--- src/rtl/cdf_engine.sv ---
// Purpose: walks NUM_BINS histogram bins, writes back the running (saturating) CDF, reports cdf_min/cdf_total.
// Latency: MEM_RD_LAT+2 cycles per bin with wr_ready high; done pulses the cycle after the last write is accepted.
// Backpressure: WRITE holds wr_en/wr_addr/wr_data stable until wr_ready; no new read is issued meanwhile.
module cdf_engine #(
    parameter int NUM_BINS   = 64,
    parameter int ADDR_W     = 6,
    parameter int HIST_W     = 16,
    parameter int CDF_W      = 22,
    parameter int MEM_RD_LAT = 2
) (
    input  logic              clk,
    input  logic              reset_n,
    input  logic              start,
    input  logic              abort,
    output logic              rd_en,
    output logic [ADDR_W-1:0] rd_addr,
    input  logic [HIST_W-1:0] rd_data,
    output logic              wr_en,
    output logic [ADDR_W-1:0] wr_addr,
    output logic [CDF_W-1:0]  wr_data,
    input  logic              wr_ready,
    output logic              busy,
    output logic              done,
    output logic [CDF_W-1:0]  cdf_min,
    output logic [CDF_W-1:0]  cdf_total,
    output logic              overflow
);

    // Latency counter only needs to count the extra WAIT cycles (MEM_RD_LAT-2 down to 0).
    localparam int LAT_W = (MEM_RD_LAT > 2) ? $clog2(MEM_RD_LAT - 1) : 1;
    localparam logic [LAT_W-1:0]  WAIT_INIT = LAT_W'((MEM_RD_LAT > 2) ? (MEM_RD_LAT - 2) : 0);
    localparam logic [ADDR_W-1:0] LAST_BIN  = ADDR_W'(NUM_BINS - 1);

    typedef enum logic [2:0] {
        S_IDLE  = 3'd0,
        S_READ  = 3'd1,
        S_WAIT  = 3'd2,
        S_ACCUM = 3'd3,
        S_WRITE = 3'd4,
        S_DONE  = 3'd5
    } state_t;

    state_t             state;
    state_t             state_nxt;
    logic [LAT_W-1:0]   lat_cnt;
    logic [ADDR_W-1:0]  bin;
    logic [CDF_W-1:0]   acc;
    logic [CDF_W-1:0]   acc_nxt;
    logic [CDF_W:0]     sum_wide;
    logic               min_found;

    // State register; reset abandons any pass in flight.
    always_ff @(posedge clk or negedge reset_n) begin
        if (!reset_n) begin
            state <= S_IDLE;
        end else begin
            state <= state_nxt;
        end
    end

    // Next-state logic; abort overrides every transition, including start in IDLE.
    always_comb begin
        state_nxt = state;
        case (state)
            S_IDLE:  if (start) state_nxt = S_READ;
            S_READ:  state_nxt = (MEM_RD_LAT == 1) ? S_ACCUM : S_WAIT;
            S_WAIT:  if (lat_cnt == '0) state_nxt = S_ACCUM;
            S_ACCUM: state_nxt = S_WRITE;
            S_WRITE: begin
                if (wr_ready) begin
                    state_nxt = (bin == LAST_BIN) ? S_DONE : S_READ;
                end
            end
            S_DONE:  state_nxt = S_IDLE;
            default: state_nxt = S_IDLE;
        endcase
        if (abort) begin
            state_nxt = S_IDLE;
        end
    end

    // Saturating accumulate: one extra bit catches the carry, which clamps the sum to all-ones.
    always_comb begin
        sum_wide = {1'b0, acc} + (CDF_W + 1)'(rd_data);
        acc_nxt  = sum_wide[CDF_W] ? '1 : sum_wide[CDF_W-1:0];
    end

    // Datapath registers; an abort freezes everything, so results keep their last values.
    always_ff @(posedge clk or negedge reset_n) begin
        if (!reset_n) begin
            lat_cnt   <= '0;
            bin       <= '0;
            acc       <= '0;
            min_found <= 1'b0;
            cdf_min   <= '0;
            cdf_total <= '0;
            overflow  <= 1'b0;
        end else if (!abort) begin
            case (state)
                S_IDLE: begin
                    if (start) begin
                        bin       <= '0;
                        acc       <= '0;
                        min_found <= 1'b0;
                        cdf_min   <= '0;
                        overflow  <= 1'b0;
                    end
                end
                S_READ: begin
                    lat_cnt <= WAIT_INIT;
                end
                S_WAIT: begin
                    if (lat_cnt != '0) begin
                        lat_cnt <= lat_cnt - LAT_W'(1);
                    end
                end
                S_ACCUM: begin
                    acc <= acc_nxt;
                    if (sum_wide[CDF_W]) begin
                        overflow <= 1'b1;
                    end
                    if ((rd_data != '0) && !min_found) begin
                        cdf_min   <= acc_nxt;
                        min_found <= 1'b1;
                    end
                end
                S_WRITE: begin
                    if (wr_ready) begin
                        if (bin == LAST_BIN) begin
                            cdf_total <= acc;
                        end else begin
                            bin <= bin + ADDR_W'(1);
                        end
                    end
                end
                default: ;
            endcase
        end
    end

    // Request and status outputs decode only registered state, so no input reaches them combinationally.
    always_comb begin
        rd_en   = 1'b0;
        rd_addr = '0;
        wr_en   = 1'b0;
        wr_addr = '0;
        wr_data = '0;
        busy    = (state != S_IDLE);
        done    = (state == S_DONE);
        if (state == S_READ) begin
            rd_en   = 1'b1;
            rd_addr = bin;
        end
        if (state == S_WRITE) begin
            wr_en   = 1'b1;
            wr_addr = bin;
            wr_data = acc;
        end
    end

endmodule

--- config.mk ---
export PLATFORM = sky130hd
export DESIGN_NAME = cdf_engine
export DESIGN_NICKNAME = d
export VERILOG_FILES = /design/src/rtl/cdf_engine.sv
export SDC_FILE = /design/constraint.sdc
export NUM_CORES = 1
export LEC_CHECK = 0
export BUFFER_PORTS_ARGS = -buffer_cell sky130_fd_sc_hd__buf_4
export CORE_MARGIN = 3
export CORE_UTILIZATION = 58
export CTS_CLUSTER_SIZE = 16
export DETAILED_ROUTE_END_ITERATION = 16
export GPL_TIMING_DRIVEN = 0
export MAX_ROUTING_LAYER = met4
export PLACE_DENSITY_LB_ADDON = 0.05
export SYNTH_ARGS = -nofsm -noshare
export SYNTH_HDL_FRONTEND = slang
export SYNTH_SLANG_ARGS = --single-unit
export TNS_END_PERCENT = 50
--- constraint.sdc ---
create_clock -name clk -period 4.9 [get_ports clk]
set_input_delay 1.47 -clock clk [delete_from_list [all_inputs] [get_ports clk]]
set_output_delay 1.47 -clock clk [all_outputs]
set_load 0.1 [all_outputs]
==> parameters.txt <==
Parameter                              Value

Global routing
  Grt total ovfl ... 0
  Via count of the first global-routing pass ... 4341
  Number of antenna violations at the first check in global routing ... 0
  Global-route usage over all layers ... 0.3140
  Global-route wire length before repair ... 21070 µm
  Largest net degree at the start of global routing ... 78

Die
  Height of the die ... 94.30 µm
  Area of the die ... 8892 µm²
  Starting utilization of the core area ... 0.6104
  Area of the core region ... 7408 µm²
  Num ports ... 104
  Number of core rows ... 31
  Die width ... 94.30 µm

Drt
  Iteration-0 DRC count of the detailed router ... 191
  Routed wire per std cell ... 18.26 µm
  Antenna-violating nets left ... 0
  Total DRC errors in the routed layout ... 0
  Initial DRT Pass Iterations ... 6
  Sum of routed wire length over all layers ... 12870 µm
  DR vias ... 4227
  Vias per cell ... 5.996

Critical path
  Required @ worst endpoint ... 3.43 ns
  Maximum fanout along the worst path ... 10
  Crit path launch type ... flop
  Crit path max-delay cell type ... clkbuf_1
  Most Frequent Cell on Critical Path ... clkbuf_1
  Critical Path Max Stage Delay ... 0.46 ns
  Critical setup path kind ... flop to output port
  CP bufs+invs ... 5
  Critical path, cell by cell ... buf_2 -> or3b_1 -> clkbuf_1 -> inv_1 -> clkbuf_1 -> and2_1 -> buf_4
  Signal arrival time at the worst endpoint ... 2.77 ns
  Critical Path End Type ... output port
  Family of cells with the greatest summed delay on the critical path ... buffers and inverters

Yosys
  Seq/Total Area, Yosys ... 0.4261
  Post-synth EDFFs ... 0
  Ys Warns ... 0
  Unique cell type count in the Yosys netlist ... 59
  Library cell with the largest summed area after synthesis ... dfrtp_1
  Average cell area after synthesis ... 9.266 µm²
  Share of flip-flops with an asynchronous set or reset after synthesis ... 1.000
  Synth Register Bits ... 77
  Post-synthesis instance total ... 488
  Share of Yosys cell area claimed by the top area cell type ... 0.4261
  Mapped Area ... 4522 µm²
  Syn_nets ... 527
  Primary FF master, synth ... dfrtp_1
  Leading cell types by total area after synthesis ... dfrtp_1 (43%), mux2_2 (5.5%), o21ai_0 (4.9%)

Flow run
  Number of maximum-capacitance violations ... 0

Layout
  Layout area overhead ... 23.91%
  Final #Nets ... 640
  Leading cell type in the layout, fill and taps excluded ... buf_4
  Proportion of layout cells with a drive suffix above 1 ... 0.2657
  Post-route design area ... 5603 µm²
  Diode insertion count for antenna repair ... 0
  Commonest cells after routing, fill and taps aside ... buf_4 (105), dfrtp_1 (77), nand2_1 (58)

STA
  Final setup violating endpoints ... 0
  Max-slew headroom at the worst pin ... 0.1228
  Fraction of the cycle the final worst path needs ... 0.8653
  Timing-limited maximum frequency ... 0.2358 GHz
  RSZ-0062 raised after global routing ... no
  Number of slew-limit violations in the final report ... 0
  Final setup margin ... 0.6598 ns
  Fin Setup TNS ... 0 ns
  Clock period minus worst slack ... 4.240 ns
  Setup clock skew after layout ... 0.01141 ns
  Final Hold Vio Count ... 0
  Worst-Margin Slew ... 1.306 ns

Power
  Total power divided by cell area ... 277.9 nW/µm²
  Max IR drop VDD ... 0.1405 mV
  Reported leakage power ... 2.877 nW

Clocking
  Maximum clock path buffer count ... 2
  TritonCTS clock tree ... yes
  Sinks on the clock net ... 77
  Hold buffer count at CTS ... 0
  Register clock-pin slew on the reported worst setup and hold paths ... 0.09 ns
  CTS Buf Count ... 9
  Clock Root Buffer ... clkbuf_8
  Number of gates resized after CTS ... 0
  Clk_lat worst skew ... 0.36 ns
  Post CTS Setup Buffer Count ... 0
  Deepest level of the CTS H-tree ... 3

Placement
  Pre-CTS WS ... 0.6121 ns
  HPWL after detailed placement ... 9516 µm
  Area after detailed placement ... 5411 µm²
  Weighted congestion at the end of routability-driven global placement ... 0.9520
  Port buffer count ... 102

Worst hold path
  Kind of path behind the tightest hold check ... flop to flop

Status
  Result of the run ... finished clean
logic make-up after synthesis:
kind of cell	Yosys count	share of synthesized area
and+or+nand+nor	179	0.1990
AOI/OAI and AO/OA	135	0.1929
DFF	77	0.4261
buffers and inverters	38	0.03790
muxes	26	0.06364
adders and majority gates	18	0.05147
xor gates and xnor gates	15	0.02905
metrics by stage:
step                std cells  utilization  power, mW  hold slack, ns
floorplan                 488            -     0.9707          0.4633
global placement          689       0.7305      1.069          0.4645
detailed placement        689       0.7305      1.081          0.4723
CTS                       705       0.7563      1.550          0.4914
global route              705       0.7563      1.628          0.5268
finish                    705       0.7563      1.557          0.4900
cell type report:
class,instances,area [µm²]
plain buffers,28,133.9
clock buffers,10,127.6
clock inverters,6,63.81
fillers,564,1805
inverters,10,37.54
multi-input cells,373,2424
flip-flops and latches,77,1927
well taps,99,123.9
repair buffers,102,765.7
where the power goes:
group | switching (mW) | internal (mW)
Sequential | 0.0249 | 0.661
Combinational | 0.270 | 0.123
Clock | 0.244 | 0.234
worst paths after layout:
check	startpoint	end	slack (ns)	depth (start not counted)
setup / recovery	state[1]	wr_data[10]	0.66	7
hold / removal	cdf_min[12]	cdf_min[12]	0.49	2
setup reg to reg	acc[0]	cdf_min[18]	1.68	8
hold reg to reg	cdf_min[12]	cdf_min[12]	0.49	2
max in group asynchronous	reset_n	cdf_total[16]	3.03	1
min in group asynchronous	reset_n	acc[2]	1.25	1
synth_stat cells, types with 3 or more instances:
master,instances
nor2_1,39
o21a_1,3
mux2i_1,4
mux2_2,22
and3_1,12
o211ai_1,5
a221o_1,4
ha_1,17
nand3_1,5
and2_1,27
nand2_1,58
or3_1,6
buf_2,9
o21ai_0,44
nand2b_1,3
nand4_1,7
xor2_1,9
a21oi_1,37
a211o_1,5
buf_4,3
xnor2_1,6
nor4_1,7
dfrtp_1,77
inv_1,9
nor3_1,5
a21o_1,6
a211oi_1,5
clkbuf_1,14
a22o_1,3
layer usage:
layer / vias to the layer above / share of wire / GRT usage
met1: 2023 / 0.41 / 0.3755
met3: 36 / 0.070 / 0.05609
met5: - / 0 / -
li1: 1976 / - / -
met4: 0 / 0.031 / 0.1384
met2: 192 / 0.49 / 0.5201
registers in the layout, summed over array words and instances (netlist names):
register	cells
cdf_min	22
acc	22
overflow	1
cdf_total	22
min_found	1
bin	6
state	3
tightest hold or removal path: stages (launching register included):
cell and delay [ns]:
dfrtp_1 0.35, nand2_1 0.05, o21ai_0 0.06
(Power assumes the default switching activity.)
